$ cat config.mk
export PLATFORM = sky130hd
export DESIGN_NAME = cache_arbiter
export DESIGN_NICKNAME = d
export VERILOG_FILES = /design/src/rtl/cache_arbiter_pkg.sv /design/src/rtl/cache_arbiter.sv
export SDC_FILE = /design/constraint.sdc
export NUM_CORES = 1
export LEC_CHECK = 0
export CAP_MARGIN = 20
export CORE_AREA = 2 2 536 538
export DETAILED_ROUTE_END_ITERATION = 8
export DIE_AREA = 0 0 538 540
export PLACE_DENSITY_LB_ADDON = 0.05
export RECOVER_POWER = 100
export SYNTH_ARGS = -nofsm -noshare
export SYNTH_HDL_FRONTEND = slang
export SYNTH_SLANG_ARGS = --single-unit
$ cat constraint.sdc
create_clock -name clk -period 3.6 [get_ports clk]
set_input_delay 0.72 -clock clk [delete_from_list [all_inputs] [get_ports clk]]
set_output_delay 0.72 -clock clk [all_outputs]
set_load 0.01 [all_outputs]
$ cat src/rtl/cache_arbiter_pkg.sv
// Shared types for the L1-miss memory-port arbiter: FSM state, grant owner
// and the cacheline offset width used to align addresses.
package cache_arbiter_pkg;

    localparam int LINE_OFFSET_BITS = 5;

    typedef enum logic [1:0] {
        IDLE    = 2'd0,
        SERVE_I = 2'd1,
        SERVE_D = 2'd2
    } arb_state_t;

    typedef enum logic {
        GRANT_I = 1'b0,
        GRANT_D = 1'b1
    } arb_grant_t;

endpackage

$ cat src/rtl/cache_arbiter.sv
// Shares one cacheline-adaptor port between the I-cache fill path and the
// D-cache fill/writeback path; one transaction at a time, round-robin on ties.
module cache_arbiter
    import cache_arbiter_pkg::*;
#(
    parameter int ADDR_WIDTH = 32,
    parameter int LINE_WIDTH = 256
) (
    input  logic                  clk,
    input  logic                  rst,
    input  logic                  imem_read,
    input  logic [ADDR_WIDTH-1:0] imem_address,
    output logic [LINE_WIDTH-1:0] imem_rdata,
    output logic                  imem_resp,
    input  logic                  dmem_read,
    input  logic                  dmem_write,
    input  logic [ADDR_WIDTH-1:0] dmem_address,
    input  logic [LINE_WIDTH-1:0] dmem_wdata,
    output logic [LINE_WIDTH-1:0] dmem_rdata,
    output logic                  dmem_resp,
    output logic                  pmem_read,
    output logic                  pmem_write,
    output logic [ADDR_WIDTH-1:0] pmem_address,
    output logic [LINE_WIDTH-1:0] pmem_wdata,
    input  logic [LINE_WIDTH-1:0] pmem_rdata,
    input  logic                  pmem_resp
);

    localparam logic [ADDR_WIDTH-1:0] OFFSET_MASK =
        {{(ADDR_WIDTH-LINE_OFFSET_BITS){1'b0}}, {LINE_OFFSET_BITS{1'b1}}};

    arb_state_t state, state_next;
    arb_grant_t last_grant, last_grant_next;
    logic       lat_read, lat_write;
    logic       i_req, d_req;

    function automatic logic [ADDR_WIDTH-1:0] line_align(input logic [ADDR_WIDTH-1:0] addr);
        return addr & ~OFFSET_MASK;
    endfunction

    assign i_req = imem_read;
    assign d_req = dmem_read | dmem_write;

    always_ff @(posedge clk) begin
        if (rst) begin
            state      <= IDLE;
            last_grant <= GRANT_I;
            lat_read   <= 1'b0;
            lat_write  <= 1'b0;
        end else begin
            state      <= state_next;
            last_grant <= last_grant_next;
            // Request kind is frozen at grant so a dropped request cannot change the bus op mid-flight
            if (state == IDLE && state_next == SERVE_D) begin
                lat_read  <= dmem_read;
                lat_write <= dmem_write;
            end
        end
    end

    always_comb begin
        state_next      = state;
        last_grant_next = last_grant;
        case (state)
            IDLE: begin
                if (i_req && (!d_req || last_grant == GRANT_D)) begin
                    state_next      = SERVE_I;
                    last_grant_next = GRANT_I;
                end else if (d_req) begin
                    state_next      = SERVE_D;
                    last_grant_next = GRANT_D;
                end
            end
            SERVE_I, SERVE_D: begin
                if (pmem_resp) state_next = IDLE;
            end
            default: state_next = IDLE;
        endcase
    end

    always_comb begin
        pmem_read    = 1'b0;
        pmem_write   = 1'b0;
        pmem_address = '0;
        pmem_wdata   = '0;
        imem_resp    = 1'b0;
        imem_rdata   = '0;
        dmem_resp    = 1'b0;
        dmem_rdata   = '0;
        if (!rst) begin
            case (state)
                SERVE_I: begin
                    pmem_read    = 1'b1;
                    pmem_address = line_align(imem_address);
                    imem_resp    = pmem_resp;
                    imem_rdata   = pmem_resp ? pmem_rdata : '0;
                end
                SERVE_D: begin
                    pmem_write   = lat_write;
                    pmem_read    = lat_read & ~lat_write;
                    pmem_address = line_align(dmem_address);
                    pmem_wdata   = dmem_wdata;
                    dmem_resp    = pmem_resp;
                    dmem_rdata   = pmem_resp ? pmem_rdata : '0;
                end
                default: ;
            endcase
        end
    end

endmodule
==> results.toml, run 1 <==
[power_and_ir_drop]
p_int_uw = 1630
power_leakage_uw = 0.01081
p_sw_uw = 1280
vdd_ir_drop_max_mv = 0.1112
power.share.switching = 0.4400
p_total_uw = 2910
seqPwrFrac = 0.025
pwr-share-comb = 0.913
pwr-share-clk = 0.062
power.density_nw_per_um2 = 110.5

[logic_synthesis]
yosysUniqueCellTypes = 33
synth_area_um2 = 6355
synth_top_cell_area_share = 0.5060
synth_cells = 995
ys_ff_latch = 5
yosysWarnings = 0
synth_top_area_cell = "and2_1"
avgSynthCellArea_um2 = 6.387
synth_area_leaders = "and2_1 (51%), and3_1 (25%), buf_6 (6.2%)"
ys_seq_area_frac = 0.01575

[placement]
dpl-instance-area_um2 = 25830
place.gp.congestion = 0.8967
dpl.hpwl_mm = 172.0
io_buffer_count = 1370

[finish]
design_area_um2 = 26340
layout.nets = 2920
filler_cell_count = 33190
syn2layout_area_growth_pct = 314.4
multi_input_area_um2 = 5385
seq_area_um2 = 100.1
drive_gt1_frac = 0.1072
fin_util = 0.09258

[detailed_routing]
wl_mm = 185.5
met3RoutedLength_mm = 30.38
post-route-drc-count = 0
drt_iter0_markers = 481
firstDrtPassIters = 5
vias = 13940
topRoutingLayerUsed = "met5"
wl_met1_mm = 68.86
wl_met2_mm = 83.63
ant_nets = 0
wl_per_cell_um = 30.18
viasPerCell = 2.268

[floorplanning]
row_count = 196
die_y_um = 540
dieArea_um2 = 290500
ioPinCount = 1386
start_util = 0.02234
die_w_um = 538
core_area_um2 = 284500

[hold_path]
hold_class = "reg2reg"

[cts]
clk-insertion-delay-late_ps = 220
tritoncts = "done"
h-tree-depth = 1
clock-sinks = 5
ctsHoldBuffers = 0
cts.reportedPaths.clkPinSlew_ps = 30
clock_path_buffers = 2
root_buffer = "clkbuf_16"
cts_buffers = 3

[timing]
tns_ps = 0
hold_violations = 0
worst_pin_slew_ps = 576.7
fin_crit_ps = 3550
drv_slew = 0
clock.fmax_ghz = 0.2817
rsz0062_at_grt = "true"
slew-limit-headroom = 0.6182
period_share = 0.9862
skew_ps = 1.092
setup_viol = 0

[grt]
antenna_found_initial = 216
overflow = 0
grt_pass1_vias = 14660
grt_pass1_wl_mm = 218.3
grt_max_degree = 77
grt_usage = 0.1210

[worst_setup_path]
endpoint_kind = "output port"
crit_type = "in2out"
cp.required_ps = 2880
critPathSlowestCell = "clkdlybuf4s50_1"
arrival_ps = 2830
path_max_fanout = 25
slowest_delay_ps = 710
worstSetupStartpointType = "primary input"
path_cells = "clkdlybuf4s50_1, buf_4, nor2_4, buf_12, buf_12, buf_4, and2_1, clkdlybuf4s50_1"

[flow_run]
cap_violations = 0

[run_status]
run_status = "finished, final reports clean"
## flip-flops by register name, summed over array words and instances, names as in the netlist
signal      flops
lat_write       1
state           2
lat_read        1
last_grant      1
## metrics by stage
step / hold WS, ps / std cells / setup slack (ps)
finish: 484.5 / 6146 / 49.63
global route: 522.4 / 6098 / -31.72
CTS: 492.5 / 6094 / -17.87
detailed placement: 488.2 / 6087 / -189.3
global placement: 499.3 / 6087 / -210.9
floorplan: 452.1 / 999 / 1353
## power groups by stage
stage | clock, uW | combinational [uW] | sequential, uW
floorplan | 0 | 687 | 69.4
global placement | 0 | 2730 | 72.6
detailed placement | 0 | 2700 | 72.8
CTS | 184 | 2740 | 72.1
global route | 189 | 2830 | 73.2
finish | 180 | 2660 | 72.5
## timing repair
item / in CTS / in global routing
endpoints found under the setup margin: 200 / 173
cloned: 1 / 1
gates resized for setup: 24 / 74
pin swaps: 1 / 0
buffers inserted: 2 / 1
## path summary, 6_finish.rpt
check / from / end / slack (ps) / cells after the start
max reg2reg: state[0]$_SDFF_PP0_ / lat_write$_SDFFE_PP0P_ / 1940 / 7
min: lat_read$_SDFFE_PP0P_ / lat_read$_SDFFE_PP0P_ / 480 / 2
max: rst / imem_rdata[250] / 50 / 8
min reg2reg: lat_read$_SDFFE_PP0P_ / lat_read$_SDFFE_PP0P_ / 480 / 2
## synthesized netlist by cell type
master / n
o21ai_0: 1
a21o_1: 2
nor2_1: 29
a311oi_1: 1
nor2b_4: 1
buf_12: 2
mux2i_1: 2
conb_1: 1
a211oi_1: 1
clkbuf_2: 29
nor2b_1: 2
nand4_1: 1
clkbuf_1: 37
o211ai_1: 1
buf_6: 35
buf_1: 1
a31oi_1: 1
nand2_1: 2
buf_4: 9
a21oi_1: 1
a22oi_1: 27
inv_1: 4
o21ai_2: 1
nand2b_1: 5
and3_1: 256
ha_1: 4
dfxtp_1: 5
buf_2: 16
nor2_4: 1
nor2b_2: 1
o21ai_1: 1
nor3b_1: 1
and2_1: 514
## routing by layer
layer	GRT usage	up-vias
met5	0	-
met4	0.002531	146
met3	0.08890	330
met2	0.2017	1144
met1	0.1288	6366
li1	-	5952
## area by class of cell
class,instances,share of cell area
diodes,51,0.004846
clock buffers,4,0.002993
inverters,4,0.0005701
multi-input cells,861,0.2045
flip-flops and latches,5,0.003801
well taps,3762,0.1787
repair buffers,1459,0.6046
## critical path: cells and delay by family
family / cells / cell delay [ps]
and+or+nand+nor: 2 / 240
buffers and inverters: 6 / 1830
## cell families after synthesis
logic type                 synth area share
adders and majority gates          0.007876
and+or+nand+nor                      0.7907
muxes                              0.003150
other                             0.0005901
AOI/OAI and AO/OA                   0.04272
DFF                                 0.01575
buffers and inverters                0.1392
## cell usage in the layout (no fill, tap or decap), types with 4 or more instances in the layout
| cell | instances |
|---|---|
| dfxtp_1 | 5 |
| dlymetal6s2s_1 | 69 |
| buf_16 | 4 |
| nand2b_1 | 5 |
| inv_1 | 4 |
| a22oi_1 | 27 |
| dlygate4sd2_1 | 17 |
| buf_12 | 130 |
| clkdlybuf4s50_1 | 1129 |
| conb_1 | 5 |
| and2_1 | 513 |
| and3_1 | 256 |
| diode_2 | 51 |
| nor2_1 | 29 |
| ha_1 | 4 |
| buf_4 | 101 |
| buf_6 | 5 |
| clkbuf_16 | 4 |
(Power assumes the default switching activity.)
==> inputs of run 2 (changes only) <==
--- a/config.mk
+++ b/config.mk
@@ -9,6 +9,7 @@
 export CORE_AREA = 2 2 536 538
 export DETAILED_ROUTE_END_ITERATION = 8
 export DIE_AREA = 0 0 538 540
+export HOLD_SLACK_MARGIN = 0.15
 export PLACE_DENSITY_LB_ADDON = 0.05
 export RECOVER_POWER = 100
 export SYNTH_ARGS = -nofsm -noshare
==> results of run 2 <==
Same layout as run 1: the final DEF is identical, and so are final timing and power.
==> inputs of run 3 (changes only) <==
--- a/config.mk
+++ b/config.mk
@@ -5,6 +5,7 @@
 export SDC_FILE = /design/constraint.sdc
 export NUM_CORES = 1
 export LEC_CHECK = 0
+export ABC_CLOCK_PERIOD_IN_PS = 3600
 export CAP_MARGIN = 20
 export CORE_AREA = 2 2 536 538
 export DETAILED_ROUTE_END_ITERATION = 8
@@ -15,3 +16,4 @@
 export SYNTH_ARGS = -nofsm -noshare
 export SYNTH_HDL_FRONTEND = slang
 export SYNTH_SLANG_ARGS = --single-unit
+export TNS_END_PERCENT = 100
==> results of run 3 <==
Same layout as run 1: the final DEF is identical, and so are final timing and power.
